## config.mk

```make
export PLATFORM = sky130hd
export DESIGN_NAME = bin_row_packer
export DESIGN_NICKNAME = d
export VERILOG_FILES = /design/src/rtl/bin_row_packer.sv
export SDC_FILE = /design/constraint.sdc
export NUM_CORES = 1
export LEC_CHECK = 0
export CORE_MARGIN = 2
export CORE_UTILIZATION = 60
export CTS_CLUSTER_DIAMETER = 80
export DETAILED_ROUTE_END_ITERATION = 10
export PLACE_DENSITY = 0.75
export SYNTH_ARGS = -nofsm -noshare
export SYNTH_HDL_FRONTEND = slang
export SYNTH_SLANG_ARGS = --single-unit
```

## constraint.sdc

```tcl
create_clock -name iCLK -period 6.6 [get_ports iCLK]
set_input_delay 1.32 -clock iCLK [delete_from_list [all_inputs] [get_ports iCLK]]
set_output_delay 1.32 -clock iCLK [all_outputs]
set_load 0.02 [all_outputs]
```

## src/rtl/bin_row_packer.sv

```systemverilog
// -----------------------------------------------------------------------------
// bin_row_packer
//
// Thresholds a 16-bit grayscale pixel stream to one bit per pixel, packs
// PACK_W pixels (LSB = lowest column) into words, and queues those words in a
// small first-word-fall-through FIFO that the HPS drains with valid/ready.
// Alongside the packed image it reports the number of set pixels in each row
// so software can segment digits by row projection.
//
// Ports:
//   iCLK         single clock for all logic
//   iRST         synchronous, active-high reset (aborts frame, flushes FIFO)
//   iSTART       frame start request, level-sampled in IDLE
//   iDATA        pixel value
//   iDVAL        iDATA valid this cycle
//   iTHRESHOLD   binarisation threshold (pixel set when iDATA > threshold)
//   oWORD        head of the packed-word FIFO (0 when empty)
//   oWORD_VALID  FIFO not empty
//   iWORD_READY  consumer pops the head when high together with oWORD_VALID
//   oROW_COUNT   set-pixel count of the last completed row (saturates at 1023)
//   oROW_IDX     index of the last completed row
//   oROW_VALID   one-cycle pulse: oROW_COUNT / oROW_IDX are new
//   oBUSY        high while a frame is running or draining
//   oFRAME_DONE  one-cycle pulse in the first IDLE cycle after a frame
//   oOVERFLOW    sticky: a packed word was dropped because the FIFO was full
// -----------------------------------------------------------------------------
module bin_row_packer #(
    parameter int IMG_W      = 640,
    parameter int IMG_H      = 480,
    parameter int DATA_W     = 16,
    parameter int PACK_W     = 32,
    parameter int FIFO_DEPTH = 32
) (
    input  logic              iCLK,
    input  logic              iRST,
    input  logic              iSTART,
    input  logic [DATA_W-1:0] iDATA,
    input  logic              iDVAL,
    input  logic [9:0]        iTHRESHOLD,
    output logic [PACK_W-1:0] oWORD,
    output logic              oWORD_VALID,
    input  logic              iWORD_READY,
    output logic [9:0]        oROW_COUNT,
    output logic [8:0]        oROW_IDX,
    output logic              oROW_VALID,
    output logic              oBUSY,
    output logic              oFRAME_DONE,
    output logic              oOVERFLOW
);

    localparam int COL_W = (IMG_W > 1) ? $clog2(IMG_W) : 1;
    localparam int BIT_W = $clog2(PACK_W);
    localparam int PTR_W = $clog2(FIFO_DEPTH);
    localparam int CNT_W = PTR_W + 1;

    typedef enum logic [1:0] {
        IDLE  = 2'd0,
        RUN   = 2'd1,
        DRAIN = 2'd2
    } state_t;

    state_t            state;
    logic [COL_W-1:0]  col;
    logic [8:0]        row;
    logic [PACK_W-1:0] pack;
    logic [9:0]        row_cnt;

    // FIFO storage and bookkeeping
    logic [PACK_W-1:0] mem [FIFO_DEPTH];
    logic [PTR_W-1:0]  wr_ptr;
    logic [PTR_W-1:0]  rd_ptr;
    logic [CNT_W-1:0]  fifo_count;

    // Datapath decode
    logic              accept;
    logic              pix_bit;
    logic [BIT_W-1:0]  bit_idx;
    logic              word_end;
    logic              row_end;
    logic              last_pix;
    logic [PACK_W-1:0] pack_next;
    logic [9:0]        row_cnt_next;
    logic              push;
    logic              pop;
    logic              empty;
    logic              full;
    logic              wr_en;

    // NOTE: every signal assigned in always_comb gets a default at the top so
    // no path can leave it unassigned and infer a latch.
    always_comb begin
        accept   = (state == RUN) && iDVAL;
        pix_bit  = iDATA > DATA_W'(iTHRESHOLD);
        // IMG_W is a multiple of PACK_W, so the low column bits are the bit slot.
        bit_idx  = col[BIT_W-1:0];
        word_end = &bit_idx;
        row_end  = (col == COL_W'(IMG_W - 1));
        last_pix = row_end && (row == 9'(IMG_H - 1));

        pack_next = pack | ({{(PACK_W-1){1'b0}}, pix_bit} << bit_idx);

        row_cnt_next = row_cnt;
        if (pix_bit && (row_cnt != 10'd1023))
            row_cnt_next = row_cnt + 10'd1;

        empty = (fifo_count == '0);
        full  = (fifo_count == CNT_W'(FIFO_DEPTH));
        push  = accept && word_end;
        pop   = !empty && iWORD_READY;
        // A push into a full FIFO still lands when the head leaves this cycle.
        wr_en = push && (!full || pop);
    end

    assign oBUSY       = (state == RUN) || (state == DRAIN);
    assign oWORD_VALID = !empty;
    assign oWORD       = empty ? '0 : mem[rd_ptr];

    // Frame control, counters, packing and row statistics.
    // NOTE: sequential state is written with non-blocking assignments so every
    // register samples pre-edge values regardless of statement order.
    always_ff @(posedge iCLK) begin
        if (iRST) begin
            state       <= IDLE;
            col         <= '0;
            row         <= '0;
            pack        <= '0;
            row_cnt     <= '0;
            oROW_COUNT  <= '0;
            oROW_IDX    <= '0;
            oROW_VALID  <= 1'b0;
            oFRAME_DONE <= 1'b0;
        end else begin
            oROW_VALID  <= 1'b0;
            oFRAME_DONE <= 1'b0;
            case (state)
                IDLE: begin
                    if (iSTART) begin
                        state   <= RUN;
                        col     <= '0;
                        row     <= '0;
                        pack    <= '0;
                        row_cnt <= '0;
                    end
                end
                RUN: begin
                    if (accept) begin
                        pack <= word_end ? '0 : pack_next;
                        if (row_end) begin
                            col        <= '0;
                            row        <= row + 9'd1;
                            row_cnt    <= '0;
                            oROW_COUNT <= row_cnt_next;
                            oROW_IDX   <= row;
                            oROW_VALID <= 1'b1;
                        end else begin
                            col     <= col + COL_W'(1);
                            row_cnt <= row_cnt_next;
                        end
                        if (last_pix)
                            state <= DRAIN;
                    end
                end
                DRAIN: begin
                    if (empty) begin
                        state       <= IDLE;
                        oFRAME_DONE <= 1'b1;
                    end
                end
                default: state <= IDLE;
            endcase
        end
    end

    // FIFO pointers, occupancy and the sticky overflow flag.
    always_ff @(posedge iCLK) begin
        if (iRST) begin
            wr_ptr     <= '0;
            rd_ptr     <= '0;
            fifo_count <= '0;
            oOVERFLOW  <= 1'b0;
        end else begin
            if (wr_en)
                wr_ptr <= wr_ptr + PTR_W'(1);
            if (pop)
                rd_ptr <= rd_ptr + PTR_W'(1);
            case ({wr_en, pop})
                2'b10:   fifo_count <= fifo_count + CNT_W'(1);
                2'b01:   fifo_count <= fifo_count - CNT_W'(1);
                default: fifo_count <= fifo_count;
            endcase
            if (push && full && !pop)
                oOVERFLOW <= 1'b1;
        end
    end

    // NOTE: the storage array has no reset; emptiness is tracked by the
    // pointers and oWORD is gated to zero while empty, so stale contents are
    // never visible.
    always_ff @(posedge iCLK) begin
        if (wr_en)
            mem[wr_ptr] <= pack_next;
    end

endmodule
```

# After elaboration in Yosys (flattened, before gate mapping)
# Memories as Yosys holds them, arrays and structs flattened. A register that Yosys moved wholly into a read port is not among the register bits.
# Index checks and enable logic that the tools add are counted.
# Widths: inputs -> output; s select.
# op_classes
n_addsub,7
n_lt_le_gt_ge,1
eq_ne,13
n_shift,1
muxes,29
bitwise_logic,4
n_reduce_logical,24
# ops
cell,n
$mux 32,4
$pmux 32 s2,1
$mux 10,6
$pmux 10 s2,2
$or 32x32->32,1
$shl 1x5->32,1
$mux 9,3
$add 10x1->10 const B,2
$pmux 9 s2,1
$gt 16x10->1,1
$pmux 6 s2,1
$add 5x1->5 const B,2
$eq 10x10->1 const B,1
$mux 5,2
$ne 10x10->1 const B,1
$ne 2x2->1 const B,5
$add 9x1->9 const B,1
$eq 9x9->1 const B,1
$logic_and 1x1->1,8
$mux 2,4
$reduce_and 4->1,2
$add 6x1->6 const B,1
$eq 6x6->1 const B,1
$logic_not 6->1,1
14 further kinds,26
# totals
regBits,101
mem_bits_rw,1024
mem_count,1
# memory_table
memory,depth,width,read_ports,rd_clocked_by_memory_dff,wr,line,text
mem,32,32,1,1,1,69,logic [PACK_W-1:0] mem [FIFO_DEPTH];

# Longest topological paths before layout
# logic_depth
ltp_word,7
depth_mapped,13

# Worst setup path before layout
# No wires, ideal clock.
# synth_timing
kind,input -> register
start,input port iDVAL
end,"memory mem[31][0], enable pin"
t_arrival_ns,3.442
t_required_ns,6.179
path_slack_ns,2.737
path_stages,4
n_path_buf,0
cell_sequence,nand3_1 -> a31oi_2 -> nand2_1 -> nor2_1
# synth_between
elab_chain_len,5
# synth_lines
element,line,text
from (decl),38,"input logic iDVAL,"
$logic_and 1x1->1,92,accept = (state == RUN) && iDVAL;
$logic_and 1x1->1,108,push = accept && word_end;
$logic_and 1x1->1,111,wr_en = push && (!full || pop);
$mux 1,200,if (wr_en)
$mux 1 (implied by the code),201,mem[wr_ptr] <= pack_next;
to (decl),69,
# Every way passes these cells.

==> run metrics <==
total track usage 0.283; antenna violations before repair 1; Crit path top cell by count mux4_2; cell area after synthesis 44,200 µm²; CP Capture Type primary output; Synthesized Nets approximately 2.2k; fmax 188 MHz; CTS Buffer Depth 3; Final ANT Viol Nets 0; # IOs 87; DR DRC count 0; largest net degree at the start of global routing 67; Yosys reg bits about 1.1k; post-CTS sizing 0; TritonCTS Buffers 107; vias in the first global route 22.9k; first-pass GRT wire length 153,000 µm; Synth async-reset ratio 0; Cell Int Power 11.9 mW; most common cell in the synthesized netlist edfxtp_1; Row Count between 90 and 100; pin slew with the least headroom to its limit approximately 1.3 ns; most used flip-flop cell after synthesis edfxtp_1; Tcrit/Tclk final 0.808; Routability Congestion about 0.82; Core ar. around 73,000 µm²; Sw Pwr ~3.7 mW; vias after detailed routing 22.3k; die area roughly 76,000 µm²; share of the synthesized area in the top cell type 0.696; Max stage delay on crit path approximately 0.86 ns; crit path time final around 5.3 ns; Post-synth EDFFs about 1.0k; CP Cell Sequence buf_4, mux4_2, mux4_2, a22o_1, clkdlybuf4s50_1; # diodes 0; Avg Cell Area, Syn 20.6 µm²; ranking of synthesized cells by area edfxtp_1, mux4_2, dfxtp_1, ha_1, nand2_1; mux contribution to synthesized area 0.165; RSZ-0062 raised after global routing no; Mapped Cells 2,142; Final Cell Area 49,800 µm²; Peak supply drop slightly above 200 µV; WP data required 5.28 ns; Clock power frac 0.378; area leader, netlist edfxtp_1; fraction of layout cells with a size suffix above 1 0.250; delay-heaviest family, CP buffers and inverters; Clock Root Buffer clkbuf_16; setup bufs post-CTS 0; Sink Count between 1k and 1.5k; post-synthesis sequential area ratio 0.744; Yosys cell types 62; Initial Util 0.605; Hold Violations, Final 0; clk_lat worst skew 0.67 ns; hpwl dp 55,900 µm; Post-Synth Adder-Cell Area 0.00810; slowest CP cell dfxtp_4; Sum Neg Setup Slack 0 ns; TritonCTS clock tree done; post-synthesis xor/xnor area fraction 0.00416; final setup violation count 0; skew final 0.0301 ns; First-pass DRT Iterations 5; total congestion overflow 0; max-slew violation count 0; commonest cells in the netlist edfxtp_1, mux4_2, dfxtp_1; Area Growth Syn to Fin 12.7%; CP bufs+invs 2; I/O Buffers 86; Routed wire per std cell 31.4 µm; H-tree depth 3; Comb power frac 0.117; status finished clean; largest family of logic cells by synthesized area multiplexers; post-cts hold buffer count 0; sequential power share 0.505; fin nets roughly 2.3k; Slew HR 0.101; Clock transition at path regs 0.06 ns; max-cap viol count 0; leakage dissipation 15.8 nW; vias per cell 6.74; Crit Path Class reg -> out; Die Wd 275 µm; die height 275 µm; Fillers 4,285; Synth Area in Compound Gates 0.0327; drt first-iter violations roughly 2.8k; CP Max Fanout 34; post-synthesis simple-gate area fraction 0.0318; Power Dens Cells 313 nW/µm²; Critical Path AT 4.01 ns; Yosys warning total 0; sw frac 0.238; Worst setup SP type flip-flop; Min-Delay Path Class reg -> reg; routed wire length 104,000 µm; DP Area 46,400 µm²
power groups by stage:
stage          Sequential (mW)  Clock (mW)  Combinational (mW)
6_report                  7.87        5.90                1.82
5_1_grt                   7.88        6.21                1.95
4_1_cts                   7.87        5.94                1.84
3_5_place_dp              8.02           0                1.83
3_3_place_gp              8.02           0                1.80
2_1_floorplan             7.94           0                1.35
worst paths after layout:
check	end	slack [ns]	start	cells past startpoint
worst max-delay path	oWORD[26]	1.27	flip-flop	5
worst min-delay path	pack[25]	0.45	pack[25]	2
worst max register to register	mem[15][17]	2.54	col[0]	8
worst min register to register	pack[25]	0.45	pack[25]	2
sequential cells by signal (all words and copies together), names as in the netlist, 5 cells and up, named ones only:
name        count
oROW_IDX        9
oROW_COUNT     10
row_cnt        10
rd_ptr          5
col            10
row             9
mem          1024
pack           32
wr_ptr          5
fifo_count      6
logic make-up after synthesis:
logic type	Yosys count
adders and majority gates	28
xor gates and xnor gates	21
buffers and inverters	146
AOI/OAI and AO/OA	201
muxes	326
DFF	1130
and+or+nand+nor	290
tightest hold or removal path, cell delays in order (launching register included):
cell,delay [ns]
dfxtp_1,0.32
nand2_1,0.05
o31ai_1,0.05
per-layer routing:
metal  vias up  GRT usage  part of all wire
met5         -          0           0.00011
met2      1221      0.468              0.51
met4         2     0.0896             0.028
met3       193     0.0472             0.086
li1       9146          -                 -
met1     11700      0.393              0.38
placed cells by master (no fill, tap or decap), drive strengths merged, types with 27 or more instances in the layout:
cell           instances
clkdlybuf4s50         85
clkbuf               138
buf                   45
mux4                 320
inv                   30
a22o                  36
nor2                  82
o21ai                 40
ha                    27
nand2                 89
dfxtp                106
a21oi                 31
clkinv                42
edfxtp              1024
cell type report:
class / instances / area (µm²) / share of cell area
flip-flops and latches: 1130 / 32900 / 0.661
multi-input cells: 866 / 10900 / 0.219
clock buffers: 138 / 2870 / 0.0577
repair buffers: 130 / 1340 / 0.0268
well taps: 959 / 1200 / 0.0241
clock inverters: 58 / 473 / 0.00950
inverters: 26 / 97.6 / 0.00196
metrics by stage:
stage,util,hold WS (ns),instances,power [mW],setup slack (ns)
floorplan,-,0.419,2142,9.29,2.74
global placement,0.636,0.428,3110,9.82,1.81
detailed placement,0.636,0.438,3110,9.85,1.78
CTS,0.682,0.451,3306,15.7,1.16
global route,0.682,0.475,3307,16.0,1.08
finish,0.682,0.452,3307,15.6,1.27
Note: power is estimated with default switching activity, not from simulation.
